--- config.mk ---
export PLATFORM = sky130hd
export DESIGN_NAME = ctl_chan_src
export DESIGN_NICKNAME = d
export VERILOG_FILES = /design/src/rtl/ctl_chan_pkg.sv /design/src/rtl/ctl_chan_src_sync_ff.sv /design/src/rtl/ctl_chan_src.sv
export SDC_FILE = /design/constraint.sdc
export NUM_CORES = 1
export LEC_CHECK = 0
export CAP_MARGIN = 0
export CELL_PAD_IN_SITES_DETAIL_PLACEMENT = 2
export CELL_PAD_IN_SITES_GLOBAL_PLACEMENT = 2
export CORE_MARGIN = 2
export CORE_UTILIZATION = 30
export CTS_BUF_LIST = sky130_fd_sc_hd__clkbuf_8 sky130_fd_sc_hd__clkbuf_16
export DETAILED_ROUTE_END_ITERATION = 8
export PLACE_DENSITY_LB_ADDON = 0.3
export SYNTH_ARGS = -nofsm -noshare
export SYNTH_HDL_FRONTEND = slang
export SYNTH_HIERARCHICAL = 1
export SYNTH_SLANG_ARGS = --single-unit
--- constraint.sdc ---
create_clock -name clk -period 3.6 [get_ports clk]
set_clock_uncertainty 0.2 [all_clocks]
set_input_delay 1.08 -clock clk [delete_from_list [all_inputs] [get_ports clk]]
set_output_delay 1.08 -clock clk [all_outputs]
set_load 0.02 [all_outputs]
--- src/rtl/ctl_chan_pkg.sv ---
// Shared types for the conditional-sink control channel: handshake FSM states
// and the occupancy counter width helper.
package ctl_chan_pkg;

  typedef enum logic [1:0] {
    IDLE  = 2'd0,
    SETUP = 2'd1,
    REQ   = 2'd2,
    RTZ   = 2'd3
  } chan_state_t;

  // Occupancy must be able to represent both 0 and DEPTH.
  function automatic int occ_w(input int depth);
    return $clog2(depth + 1);
  endfunction

endpackage

--- src/rtl/ctl_chan_src_sync_ff.sv ---
// Single-bit multi-flop synchronizer with synchronous reset to 0; used to bring
// the sink's acknowledge into the clk domain.
module sync_ff #(
  parameter int SYNC_STAGES = 2
) (
  input  logic clk,
  input  logic rst,
  input  logic d,
  output logic q
);

  logic [SYNC_STAGES-1:0] chain;

  always_ff @(posedge clk) begin
    if (rst) begin
      chain <= '0;
    end else begin
      chain <= {chain[SYNC_STAGES-2:0], d};
    end
  end

  assign q = chain[SYNC_STAGES-1];

endmodule

--- src/rtl/ctl_chan_src.sv ---
// Clocked source for the conditional-sink control channel: a decision FIFO
// replayed as 4-phase bundled-data tokens. Define CTL_CHAN_SRC_SYNC_EN to pass
// the acknowledge through a SYNC_STAGES-deep synchronizer.
module ctl_chan_src
  import ctl_chan_pkg::*;
#(
  parameter logic Rpol        = 1'b1,
  parameter int   DEPTH       = 4,
  parameter int   SYNC_STAGES = 2
) (
  input  logic                     clk,
  input  logic                     rst,
  input  logic                     push_i,
  input  logic                     dec_i,
  output logic                     full_o,
  output logic [occ_w(DEPTH)-1:0]  count_o,
  output logic                     ovf_o,
  output logic                     rctl_o,
  output logic                     dctl_o,
  input  logic                     actl_o
);

  localparam int PTR_W = $clog2(DEPTH);
  localparam int CNT_W = occ_w(DEPTH);

  if (DEPTH < 2 || (DEPTH & (DEPTH - 1)) != 0) begin : g_bad_depth
    $error("ctl_chan_src: DEPTH must be a power of two >= 2");
  end
  if (SYNC_STAGES < 2) begin : g_bad_sync
    $error("ctl_chan_src: SYNC_STAGES must be >= 2");
  end

  logic rst_a;
  logic ack_s;
  logic launch_ok;

  assign rst_a = (rst == Rpol);

`ifdef CTL_CHAN_SRC_SYNC_EN
  localparam int WARM_W = $clog2(SYNC_STAGES + 1);

  logic [WARM_W-1:0] warm_cnt;

  sync_ff #(
    .SYNC_STAGES(SYNC_STAGES)
  ) u_ack_sync (
    .clk (clk),
    .rst (rst_a),
    .d   (actl_o),
    .q   (ack_s)
  );

  // The synchronizer is cleared by reset, so its low output means nothing
  // until it has refilled with real samples of the acknowledge.
  always_ff @(posedge clk) begin
    if (rst_a) begin
      warm_cnt <= '0;
    end else if (warm_cnt != WARM_W'(SYNC_STAGES)) begin
      warm_cnt <= warm_cnt + WARM_W'(1);
    end
  end

  assign launch_ok = (warm_cnt == WARM_W'(SYNC_STAGES));
`else
  assign ack_s     = actl_o;
  assign launch_ok = 1'b1;
`endif

  logic [DEPTH-1:0] mem;
  logic [PTR_W-1:0] wr_ptr;
  logic [PTR_W-1:0] rd_ptr;
  logic [CNT_W-1:0] count_nx;
  logic             pop;
  logic             push_ok;
  chan_state_t      state;
  chan_state_t      state_nx;

  // The head is only retired once the sink has acknowledged it.
  assign pop     = (state == REQ) && ack_s;
  assign push_ok = push_i && (!full_o || pop);

  always_comb begin
    count_nx = count_o;
    case ({push_ok, pop})
      2'b10:   count_nx = count_o + CNT_W'(1);
      2'b01:   count_nx = count_o - CNT_W'(1);
      default: count_nx = count_o;
    endcase
  end

  // FIFO pointers, occupancy and status flags
  always_ff @(posedge clk) begin
    if (rst_a) begin
      wr_ptr  <= '0;
      rd_ptr  <= '0;
      count_o <= '0;
      full_o  <= 1'b0;
      ovf_o   <= 1'b0;
    end else begin
      if (push_ok) begin
        wr_ptr <= wr_ptr + PTR_W'(1);
      end
      if (pop) begin
        rd_ptr <= rd_ptr + PTR_W'(1);
      end
      count_o <= count_nx;
      full_o  <= (count_nx == CNT_W'(DEPTH));
      if (push_i && !push_ok) begin
        ovf_o <= 1'b1;
      end
    end
  end

  // On a full push+pop the write lands in the slot being retired; its value
  // already sits in dctl_o, so nothing is lost.
  always_ff @(posedge clk) begin
    if (!rst_a && push_ok) begin
      mem[wr_ptr] <= dec_i;
    end
  end

  always_comb begin
    state_nx = state;
    case (state)
      IDLE:    if (count_o != '0 && !ack_s && launch_ok) state_nx = SETUP;
      SETUP:   state_nx = REQ;
      REQ:     if (ack_s) state_nx = RTZ;
      RTZ:     if (!ack_s) state_nx = IDLE;
      default: state_nx = IDLE;
    endcase
  end

  // Handshake state and registered channel outputs
  always_ff @(posedge clk) begin
    if (rst_a) begin
      state  <= IDLE;
      rctl_o <= 1'b0;
      dctl_o <= 1'b0;
    end else begin
      state  <= state_nx;
      rctl_o <= (state_nx == REQ);
      if (state == IDLE && state_nx == SETUP) begin
        dctl_o <= mem[rd_ptr];
      end
    end
  end

endmodule

==> summary.txt, run 1 <==
Floorplanning
  – Die Span Y: about 56 µm
  – # IOs: 12
  – Die area: 0.003094 mm²
  – Initial Utilization: approximately a third
  – Num rows: 18
  – Core area: 0.002500 mm²
  – Die X: around 56 µm

CTS
  – Clk sinks: 17
  – Post-CTS Setup Repair Bufs: 0
  – Max Buffers Root-to-Sink: 2
  – Post-CTS Resized: 0
  – CTS Root Cell: clkbuf_8
  – Worst-path clk slew: about 0.070 ns
  – H-tree levels: 1
  – Clock latency on the worst-skew pair: approximately 0.25 ns
  – Hold Buf Count CTS: 0
  – Cts bufs inserted: 3
  – CTS tree: built

Routing
  – Vias per cell: roughly 4.7
  – Final wirelength: ~1.8 mm
  – Initial DRC Count: 3
  – DR vias: 584
  – Drt drc: 0
  – First-pass detailed-route iteration total: 2
  – Final ANT Viol Nets: 0
  – WL per Instance: 14.18 µm

Layout
  – Multi-input gate area: between 300 and 400 µm²
  – Share of cells above drive strength 1: a little under an eighth
  – Fillers: between 200 and 300
  – Design area: 0.001020 mm²
  – Seq. cell area: around 380 µm²
  – Fin nets: approximately 110
  – Area grow syn2layout: 27.54%
  – Ant. Diodes: 0

STA
  – Final period utilization: ~91%
  – Slew Limit Fails: 0
  – Worst slew pin tran: roughly 0.33 ns
  – Fin. Hold Viols: 0
  – Headroom to the max-slew limit: between 70% and 80%
  – RSZ-0062 raised after global routing: no
  – Setup Viol. Count Final: 0
  – Final TNS setup: 0 ns
  – Fmax: between 300 and 400 MHz
  – Min Tclk post-route: between 3 and 4 ns

Logic synthesis
  – Avg Cell Area, Syn: between 10 and 15 µm²
  – Cell Area, Synth: 799.5 µm²
  – Most instantiated cells after synthesis: dfxtp_1 (13), nor2_1 (9), inv_1 (7)
  – Register area share after synthesis: between 40 and 50%
  – Mapped Cells: 76
  – Synth top area cells: dfxtp_1 (33%), edfxtp_1 (15%), ha_1 (7.8%), xor2_1 (4.4%), nor2_1 (4.2%)
  – Post-synthesis cell type count: 29
  – Largest area contributor in the netlist: dfxtp_1
  – Net Count, Synth: 87
  – Count leader, synth: dfxtp_1
  – Ys async rst share: 0%
  – EDFF count, synth: 4
  – Post-synth top area share: 32.55%
  – Warnings, synthesis: 6
  – Synthesis-stage register bit count: 17
  – Ys flop type: dfxtp_1

Critical path
  – Critical-path cell list: clkdlybuf4s50_1 -> nand3b_1 -> inv_1 -> ha_1 -> inv_1 -> fa_1 -> xor2_1 -> or3_1 -> a211oi_1
  – Crit path largest cell delay: ~0.48 ns
  – Total number of cells along the worst setup path: 9
  – Critical path buffers and inverters: 3
  – Data required, critical path: ~3.6 ns
  – Setup crit end kind: flop
  – Crit path arrival time: about 3.3 ns
  – Crit-path most repeated cell: inv_1
  – Slowest CP cell: clkdlybuf4s50_1
  – CP Max Fanout: 4
  – Critical path's top delay family: buffers and inverters
  – CP Launch Type: primary input
  – CP Class: primary input to flop
  – R2r worst-path depth: 9

Power and ir drop
  – VDD IR-drop max: 0.2063 mV
  – Cell Pwr Density: around 460 mW/mm²
  – P_leak: roughly 0.41 nW

Placed design
  – IO Port Bufs: 11
  – Area post-placement: around 970 µm²
  – HPWL after DPL: about 1.3 mm
  – Gpl congestion: 0.6713

Outcome
  – Status: finished clean

Global route
  – Initial antenna violation count: 0
  – First-pass GRT wire length: 3.029 mm
  – GR Util All Layers: between 10% and 20%
  – Maximum number of pins on one net before global-route repair: 16
  – Number of global-route vias before repair: between 600 and 700
  – Grt ovf: 0

Job
  – Max_cap viols: 0

Worst hold path
  – Hold WC Path Type: flop to flop
  – Worst hold stages: 2
[layout by cell type (no fill, tap or decap), drive strengths merged]
| cell type | Yosys | final |
|---|---|---|
| fa | 1 | 1 |
| edfxtp | 4 | 4 |
| nor2b | 2 | 2 |
| mux2 | 1 | 1 |
| xor2 | 4 | 4 |
| a211oi | 1 | 1 |
| ha | 5 | 5 |
| o21ai | 1 | 1 |
| mux4 | 1 | 1 |
| o21ba | 1 | 1 |
| a21boi | 2 | 2 |
| buf | 0 | 4 |
| a22oi | 1 | 1 |
| a21oi | 2 | 2 |
| nand3b | 1 | 1 |
| and3 | 1 | 1 |
| nand2b | 3 | 3 |
| dfxtp | 13 | 13 |
| or3 | 2 | 2 |
| inv | 7 | 7 |
| clkinv | 0 | 1 |
| clkbuf | 1 | 3 |
| a31oi | 1 | 1 |
| a2111oi | 1 | 1 |
| nor3 | 3 | 3 |
| nor2 | 9 | 9 |
| nand2 | 1 | 1 |
| and2 | 4 | 4 |
| clkdlybuf4s50 | 0 | 11 |
| nand4b | 1 | 1 |
| mux2i | 2 | 2 |
[registers in the layout, summed over array words and instances (netlist names)]
| signal | cells |
|---|---|
| count_o | 3 |
| dctl_o | 1 |
| full_o | 1 |
| mem | 4 |
| ovf_o | 1 |
| rctl_o | 1 |
| rd_ptr | 2 |
| state | 2 |
| wr_ptr | 2 |
[routing by layer]
layer  part of all wire, %  vias to the layer above  track usage [%]
met5                     0                        -                0
met4                   3.1                        0            9.408
met1                    42                      276            14.47
li1                      -                      293                -
met2                    51                       10            22.28
met3                   3.8                        5            4.419
[worst min-delay path, stage by stage (launching register included)]
cell and delay, ns:
dfxtp_1 0.34, a31oi_1 0.05, nor2_1 0.07
[cell families (layout without fill, tap and decap cells)]
group                      after synthesis  count (layout)  share of synthesized area [%]
and+or+nand+nor                         27              27                          18.00
AOI/OAI and AO/OA                       10              10                          9.234
muxes                                    4               4                          6.729
DFF                                     17              17                          47.57
buffers and inverters                    8              26                          3.756
xor gates and xnor gates                 4               4                          4.381
adders and majority gates                6               6                          10.33
[where the power goes]
group	internal (W)	total [W]	switching, W
Combinational	0.0000477	0.0000965	0.0000488
Clock	0.0000769	0.000144	0.0000669
Sequential	0.000211	0.000226	0.0000152
[path summary, 6_finish.rpt]
check | from | to | slack [ns]
worst max-delay path | actl_o | full_o$_SDFF_PP0_ | 0.32
worst min-delay path | ovf_o$_SDFFE_PP0P_ | ovf_o$_SDFFE_PP0P_ | 0.29
worst min register to register | ovf_o$_SDFFE_PP0P_ | ovf_o$_SDFFE_PP0P_ | 0.29
worst max register to register | state[0]$_SDFF_PP0_ | full_o$_SDFF_PP0_ | 1.15
[per-stage QoR]
step | setup slack [ns] | hold slack (ns) | util [%] | power [W] | instances
3_3_place_gp | 0.1289 | 0.2628 | 38.94 | 0.0003213 | 120
5_1_grt | 0.1967 | 0.3430 | 40.79 | 0.0004977 | 124
3_5_place_dp | 0.02787 | 0.2727 | 38.94 | 0.0003281 | 120
2_1_floorplan | 0.6622 | 0.2807 | - | 0.0002853 | 76
6_report | 0.3153 | 0.2923 | 40.79 | 0.0004660 | 124
4_1_cts | 0.2887 | 0.2981 | 40.79 | 0.0004783 | 124
[final cells by class]
type / instances / area share (%)
repair buffers: 15 / 13.74
flip-flops and latches: 17 / 37.30
clock inverters: 1 / 0.4908
well taps: 30 / 3.681
multi-input cells: 51 / 38.16
clock buffers: 3 / 4.049
inverters: 7 / 2.577
Note: power is estimated with default switching activity, not from simulation.
==> run 2, diff against run 1 <==
--- a/config.mk
+++ b/config.mk
@@ -5,7 +5,7 @@
 export SDC_FILE = /design/constraint.sdc
 export NUM_CORES = 1
 export LEC_CHECK = 0
-export CAP_MARGIN = 0
+export CAP_MARGIN = 20
 export CELL_PAD_IN_SITES_DETAIL_PLACEMENT = 2
 export CELL_PAD_IN_SITES_GLOBAL_PLACEMENT = 2
 export CORE_MARGIN = 2
==> results of run 2 <==
The final DEF is identical to that of run 1; final timing and power are the same.
==> run 3, diff against run 2 <==
--- a/config.mk
+++ b/config.mk
@@ -13,6 +13,7 @@
 export CTS_BUF_LIST = sky130_fd_sc_hd__clkbuf_8 sky130_fd_sc_hd__clkbuf_16
 export DETAILED_ROUTE_END_ITERATION = 8
 export PLACE_DENSITY_LB_ADDON = 0.3
+export SETUP_SLACK_MARGIN = 0.05
 export SYNTH_ARGS = -nofsm -noshare
 export SYNTH_HDL_FRONTEND = slang
 export SYNTH_HIERARCHICAL = 1
==> results of run 3 <==
The final DEF is identical to that of run 1; final timing and power are the same.
